[config.mk]
export PLATFORM = sky130hd
export DESIGN_NAME = text_terminal_writer
export DESIGN_NICKNAME = d
export VERILOG_FILES = /design/src/rtl/text_terminal_writer.sv
export SDC_FILE = /design/constraint.sdc
export NUM_CORES = 1
export LEC_CHECK = 0
export ABC_AREA = 1
export CORE_ASPECT_RATIO = 0.7
export CORE_MARGIN = 3
export CORE_UTILIZATION = 45
export DETAILED_ROUTE_END_ITERATION = 16
export PLACE_DENSITY = 0.76
export SETUP_SLACK_MARGIN = 0.05
export SLEW_MARGIN = 0
export SYNTH_ARGS = -nofsm -noshare
export SYNTH_HDL_FRONTEND = slang
export SYNTH_SLANG_ARGS = --single-unit
[constraint.sdc]
create_clock -name clk_pixel -period 1.3 [get_ports clk_pixel]
set_input_delay 0.26 -clock clk_pixel [delete_from_list [all_inputs] [get_ports clk_pixel]]
set_output_delay 0.26 -clock clk_pixel [all_outputs]
set_load 0.01 [all_outputs]
[src/rtl/text_terminal_writer.sv]
// text_terminal_writer: turns a character stream into writes to a 64x32 text RAM,
// tracking the cursor and handling CR/LF/BS/FF, scroll-up and full-screen clear.
module text_terminal_writer #(
  parameter logic [7:0] CLEAR_CHAR = 8'h20,
  parameter bit         LF_ON_WRAP = 1'b1
) (
  input  logic        clk_pixel,
  input  logic        reset,
  input  logic        char_valid,
  input  logic [7:0]  char_data,
  output logic        char_ready,
  output logic [10:0] ram_addr,
  output logic [7:0]  ram_wdata,
  output logic        ram_we,
  input  logic [7:0]  ram_rdata,
  output logic [4:0]  cursor_row,
  output logic [5:0]  cursor_col,
  output logic        busy
);
  typedef enum logic [2:0] {CLEAR, IDLE, PUT, SCRD, SCWR, FILL} state_t;
  state_t      r_state, w_next;
  logic [10:0] r_addr;
  logic [4:0]  r_row;
  logic [5:0]  r_col;
  logic [7:0]  r_char;
  logic        r_wr;
  logic        w_xfer, w_print, w_wrap_scroll;
  assign w_xfer        = char_valid && r_state == IDLE;
  assign w_print       = char_data >= 8'h20 && char_data != 8'h7F;
  assign w_wrap_scroll = r_wr && LF_ON_WRAP && r_col == 6'd63 && r_row == 5'd31;
  always_ff @(posedge clk_pixel) begin
    if (reset) r_state <= CLEAR;
    else r_state <= w_next;
  end
  always_comb begin
    w_next = r_state;
    case (r_state)
      CLEAR:   w_next = r_addr == 11'd2047 ? IDLE : CLEAR;
      IDLE:    if (w_xfer) w_next = w_print ? PUT : char_data == 8'h0C ? CLEAR :
                                    (char_data == 8'h0A && r_row == 5'd31) ? SCRD : PUT;
      PUT:     w_next = w_wrap_scroll ? SCRD : IDLE;
      SCRD:    w_next = SCWR;
      SCWR:    w_next = r_addr == 11'd1983 ? FILL : SCRD;
      FILL:    w_next = r_addr == 11'd2047 ? IDLE : FILL;
      default: w_next = CLEAR;
    endcase
  end
  // r_addr is zeroed while waiting so CLEAR and the scroll copy both start at address 0
  always_ff @(posedge clk_pixel) begin
    if (reset) begin
      r_addr <= '0;
      r_row  <= '0;
      r_col  <= '0;
      r_char <= '0;
      r_wr   <= 1'b0;
    end else begin
      r_addr <= (r_state == IDLE || r_state == PUT) ? '0 : r_state == SCRD ? r_addr : r_addr + 11'd1;
      if (w_xfer) begin
        r_char <= char_data;
        r_wr   <= w_print;
        if (char_data == 8'h0D) r_col <= '0;
        if (char_data == 8'h0A && r_row != 5'd31) r_row <= r_row + 5'd1;
        if (char_data == 8'h08 && r_col != 6'd0) r_col <= r_col - 6'd1;
        if (char_data == 8'h0C) begin
          r_row <= '0;
          r_col <= '0;
        end
      end
      if (r_state == PUT && r_wr) begin
        r_col <= r_col + 6'd1;
        if (LF_ON_WRAP && r_col == 6'd63 && r_row != 5'd31) r_row <= r_row + 5'd1;
      end
    end
  end
  assign ram_addr   = r_state == PUT ? {r_row, r_col} : r_state == SCRD ? r_addr + 11'd64 : r_addr;
  assign ram_wdata  = r_state == PUT ? r_char : r_state == SCWR ? ram_rdata : CLEAR_CHAR;
  assign ram_we     = !reset && (r_state == CLEAR || r_state == FILL || r_state == SCWR || (r_state == PUT && r_wr));
  assign char_ready = r_state == IDLE;
  assign busy       = r_state != IDLE;
  assign cursor_row = r_row;
  assign cursor_col = r_col;
endmodule

==> run summary, run 1 <==
The routability congestion estimate was 0.904. Synthesis produced a netlist with a net count of 367. In this run, distinct cell masters in the synthesized netlist total 36. Counting the buffers created by CTS gives 5.

The number of standard-cell rows in the floorplan is 20. Counting along the longest clock path gives a buffer depth of 2. The tools report the I/O pin count as 52.

The post-synthesis instance area came out at 2240 um2. The stage where the run came to a stop is 5_1_grt. Dividing the synthesized area by the synthesized cell count gives 6.59 um2. CTS built an H-tree with a depth of 2. CTS placed an instance of clkbuf_8 at the clock tree root. The share of synthesized registers carrying an async set or reset came out at 0%. The dominant synthesized flop cell was dfxtp_1.

The chip height is 65.1 um, and the register bit total from synthesis is 34. Sequential elements use 30.4% of the synthesized area. The tools report the endpoint pin with the least setup slack after global-route repair as ram_addr[9]. After the last repair the worst path ends at an output port. Number of warnings printed during yosys synthesis: 0. The die span in x is 90.4 um, and the clock net sink count is 34. The cell count after synthesis was 340; the HPWL after detailed placement was 5850 um.

The pin count of the biggest net entering global routing was 17. Counting flops with a built-in enable in the synthesized netlist gives 0. The initial utilization of the core area, before any placement, comes to 49.2%. During placement, the flow inserted port buffers numbering 51.

The run stopped with a tool error. The tool reported: "[ERROR DPL-0038] Utilization greater than 100%, impossible to legalize".
-- logic make-up after synthesis --
logic type	after synthesis	share of synthesized area, %
AND/OR/NAND/NOR	173	34.7
adder cells (fa/ha/maj)	8	4.46
buffers and inverters	52	9.88
AO/OA/AOI/OAI	63	16.7
flip-flops	34	30.4
XOR/XNOR	10	3.91
-- per-stage QoR --
stage	utilization (%)	instance area [um2]	cells	worst slack, ns
after CTS	93.9	4280	573	-0.461
after detailed placement	80.6	3670	540	-0.519
after global placement	80.6	3670	540	-0.480
after floorplan	-	2440	340	-0.0369
-- what timing repair did --
action | CTS
buffers inserted | 21
hold buffers | 0
cloned | 4
pin swaps | 29
resized for setup | 216
setup endpoints to repair | 67
-- cell usage after synthesis (4+ instances only) --
master / n / area share (%)
nand3_1: 28 / 6.2
inv_1: 40 / 6.7
ha_1: 8 / 4.5
nor2_1: 41 / 6.9
a22o_1: 6 / 2.3
xor2_1: 9 / 3.5
o21ai_1: 5 / 1.1
dfxtp_1: 34 / 30
inv_2: 4 / 0.67
nand4_1: 6 / 1.7
a21oi_1: 18 / 4.0
o21ai_0: 23 / 5.1
nand2_1: 82 / 14
==> inputs of run 2 (changes only) <==
CORE_ASPECT_RATIO = not set   (was 0.7)
CORE_UTILIZATION = 40   (was 45)
PLACE_DENSITY = not set   (was 0.76)
PLACE_DENSITY_LB_ADDON = 0.15   (was not set)
SETUP_SLACK_MARGIN = not set   (was 0.05)
clock period = 1.69 ns   (was 1.3 ns; I/O delays follow)
==> run 2 against run 1 <==
The flow now finishes, with violations (setup timing). Synthesized cell count did not move. Synthesized area did not move.
==> run summary, run 2 <==
The per-cell via count in the routed design is 4.96. The worst setup path is launched from a flop. Register bit total from synthesis: 34. Between clock sinks in the finished design, the worst skew comes to 0.00672 ns. In this run switching power makes up 24.3% of total power. After clock tree synthesis, the clock-pin slew on the worst setup and hold paths is 0.07 ns.

The share of the synthesized area in the top cell type is 30.4%, and the smallest hold slack is 0.499 ns. Measured along the x axis, the die boundary spans 80.9 um. The repair_antennas step left the layout with diodes totalling 0. The library cells used most frequently in the layout, excluding fill and tap cells, are 74 x nand2_1, 58 x buf_4, 38 x inv_1, 37 x nor2_1, 28 x clkdlybuf4s50_1. The chip height works out to 80.9 um.

The largest total area in the synthesized netlist belongs to dfxtp_1. The worst hold path cell count was 2; the sequential-to-total area share from yosys stat was 30.4%. Entering global routing, the biggest net connects 17 pins. Along the worst path, the maximum fanout reaches 6. Walking the worst path, the cells encountered are inv_4 -> nor2_4 -> nand2_4 -> clkinvlp_4 -> buf_4 -> o21ai_1 -> buf_2. In the finished design, the share of the clock period the worst path needs comes to 106%. The run gives 1.35 ns as the required time at the worst-slack endpoint. The logs give 535 for the filler-free cell count of the finished design and 6540 um2 for the die outline area.

For the slack of the critical path, the log shows -0.104 ns. For the number of global-route vias before repair, the log shows 2,507. The setup check on the worst reg-to-reg path leaves a slack of -0.01 ns.

The worst hold path terminates at r_addr[1]. The overall via count from detail_route is 2,653, and the highest achievable clock rate is 557 MHz. For the worst flop-to-flop path, the logic depth is 12.

The worst setup path is of the reg -> out kind. Of the total synthesized cell area, the portion taken by AND, OR, NAND and NOR gates is 34.7%. Prior to clock tree synthesis, the placed netlist has a worst setup slack of -0.295 ns.

Maximum ir drop on the vdd rail: 0.429 mV. The cell count after synthesis was 340; the core region area was 5270 um2. Setup repair after global routing could not meet its margin everywhere. The total global-route track usage was 22.2%. The largest family of logic cells by synthesized area was simple AND/OR/NAND/NOR gates.

The run gives 39.6% as the part of the total power dissipated in the clock network. The sequential fraction of design power is 50.1%, and the initial standard-cell utilization of the core is 42.5%. For the instance area after placement, the log shows 3210 um2. The run gives 0 as the count of hold buffers inserted by post-cts repair. The path class of the lowest-slack min-delay path was reg -> reg. The logs give 4 for the number of iterations in the first detailed-routing pass and 52 for the I/O pin count. The share of total power in combinational logic was 10.3%. Grouping stages by cell kind, the critical path spends the most delay in buffers and inverters. For this run the aggregate overflow at the end of global routing stands at 0. The violation count after the first detailed-routing iteration was 98. The max-slew violation count came out at 0. Setup violations remaining at the end of the flow were counted as 17.

Counting I/O delays and the setup requirement, the final critical path takes 1.79 ns. The number of buffers and inverters on the critical path is 4. Multiplexer cells account for 0% of the synthesized area. The congestion estimate from routability-driven global placement came to 0.899. The number of antenna-violating nets in the routed design came out at 0. The register with the most flip-flops was r_addr.

The area of all placed cells without fillers was 3550 um2. The run finished, with violations left. The mean post-synth cell area works out to 6.59 um2. Synthesis instantiated 36 different standard cells from the library.

The logs give 0 for the number of warnings printed during yosys synthesis and 0.29 ns for the insertion delay to the later sink of the worst-skew pair. The register with the most flip-flops in the layout has 11 of them. The buffer cell driving the clock tree root was clkbuf_8. Initial antenna violation count: 0.

The switching power of the nets is 392 uW, and the fraction of layout instances using a drive strength above 1 is 33.3%. In this run the tightest slew margin relative to its limit is 82.3%. The commonest cells after synthesis are 82 x nand2_1, 41 x nor2_1, 40 x inv_1. Number of levels in the clock H-tree: 2. The most used flip-flop cell after synthesis is dfxtp_1. The tools report the hold violation total from the final report as 0. The number of buffers created by CTS was 5; the total length of routed wires was 7220 um.

The worst setup path is captured at a primary output. Number of synthesized flops with an enable pin: 0. At the end of the flow the core is filled with cells to 67.3%. The HPWL after detailed placement was 5120 um. The xor and xnor area share after synthesis came out at 3.91%.

nand2_1 is the most common cell in the netlist. For this run, asynchronously set or reset flops after synthesis account for 0%. The master of the slowest instance on the critical path was dfxtp_4. Commonest non-fill, non-tap cell in the layout: nand2_1. The slew at the pin closest to its max-slew limit was 0.263 ns; the area fraction in compound gates after synthesis was 16.7%. The worst hold path begins at r_addr[1].

The final layout contains 491 nets. The count of placed standard cells including taps was 510; the total internal power was 1220 uW. The cell area that synthesis handed to floorplanning was 2240 um2. Max-cap violations in this run came to 0. The port buffer count works out to 51. The reg-to-reg endpoint was cursor_row[3]. After detailed routing, the average wire length per cell comes to 13.5 um. The run gives 26 as the number of standard-cell rows in the floorplan. TritonCTS built the clock tree. By area the synthesized netlist is led by dfxtp_1 30%, nand2_1 14%, nor2_1 6.9%. Counting every net in the synthesized netlist gives 367. The maximum buffer depth of the clock tree is 2. For the count of unresolved DRC violations after routing, the log shows 0. The final reports fail on setup timing.

The worst path arrival time is 1.46 ns. Counting the fill cells in the layout gives 474. The analysis attributes to cell leakage a power of 0.00170 uW. The synthesized netlist devotes 4.46% of its cell area to adder and majority cells.

The largest stage delay on the critical path works out to 0.36 ns. Compared with the post-synthesis result, the final layout area differs by 58.2%. The worst register-to-register path begins at r_state[0]. The first global-routing pass estimated 11,500 um of wire. The power per unit of standard cell area was 455 nW/um2.

The clock drives 34 sinks.
-- run 2: power groups by stage --
stage / Clock (uW) / Combinational [uW] / Sequential, uW
3_5_place_dp: 0 / 168 / 832
4_1_cts: 653 / 162 / 810
3_3_place_gp: 0 / 166 / 831
6_report: 639 / 166 / 808
5_1_grt: 675 / 181 / 809
2_1_floorplan: 0 / 55.1 / 831
-- run 2: worst reg2reg max path, cell delays in order (launching register included) --
cell,delay [ns]
dfxtp_2,0.35
inv_2,0.06
buf_6,0.13
nor2_4,0.13
nand2_4,0.08
buf_6,0.13
nor2_4,0.18
buf_6,0.13
nand3_4,0.11
nand2_8,0.13
nand2_2,0.05
o21ai_1,0.08
nor2_1,0.05
-- run 2: final cells by class --
class | instances | area [um2] | share of cell area, %
multi-input cells | 254 | 1490 | 41.9
repair buffers | 123 | 1000 | 28.2
flip-flops and latches | 34 | 697 | 19.6
inverters | 45 | 175 | 4.94
well taps | 70 | 87.6 | 2.47
clock buffers | 7 | 86.3 | 2.43
repair inverters | 1 | 7.51 | 0.212
clock inverters | 1 | 5.00 | 0.141
-- run 2: how the worst max path moves through the flow --
| stage | from | to | slack (ns) | cells after the start |
|---|---|---|---|---|
| finish | r_state[1] | ram_addr[6] | -0.10 | 7 |
| global route | r_state[1] | ram_addr[6] | -0.18 | 7 |
| CTS | r_state[1] | ram_addr[9] | -0.16 | 7 |
| detailed placement | r_state[1] | ram_wdata[0] | -0.30 | 6 |
| global placement | r_state[1] | ram_wdata[0] | -0.23 | 6 |
| floorplan | r_state[1] | ram_addr[0] | 0.13 | 5 |
-- run 2: logic make-up (layout without fill, tap and decap cells) --
group	count (synthesis)	in the layout
AOI/OAI and AO/OA	63	63
xor gates and xnor gates	10	10
adders and majority gates	8	8
buffers and inverters	52	177
DFF	34	34
and+or+nand+nor	173	173
-- run 2: metrics by stage --
step | total power [uW] | setup TNS, ns
final | 1610 | -0.673
after global routing | 1660 | -2.50
after CTS | 1620 | -0.715
after detailed placement | 1000 | -6.23
after global placement | 997 | -5.13
after floorplan | 886 | 0
-- run 2: timing repair --
action                                  4_1_cts  5_1_grt
endpoints found under the setup margin       24       38
cloned                                        1        0
resized for setup                           117       43
pin swaps                                     8       15
setup buffers                                 6       14
-- run 2: routing by layer --
metal	up-vias	share of wire, %	GRT usage (%)	wire length [um]
li1	1360	-	-	-
met1	1231	46	30.3	3330
met2	55	49	37.0	3520
met3	7	3.9	3.22	283
met4	0	1.1	5.24	83
met5	-	0	0	0
(Power assumes the default switching activity.)
==> inputs of run 3 (changes only) <==
CTS_CLUSTER_SIZE = 14   (was not set)
==> results of run 3 <==
The final DEF is identical to that of run 2; final timing and power are the same.
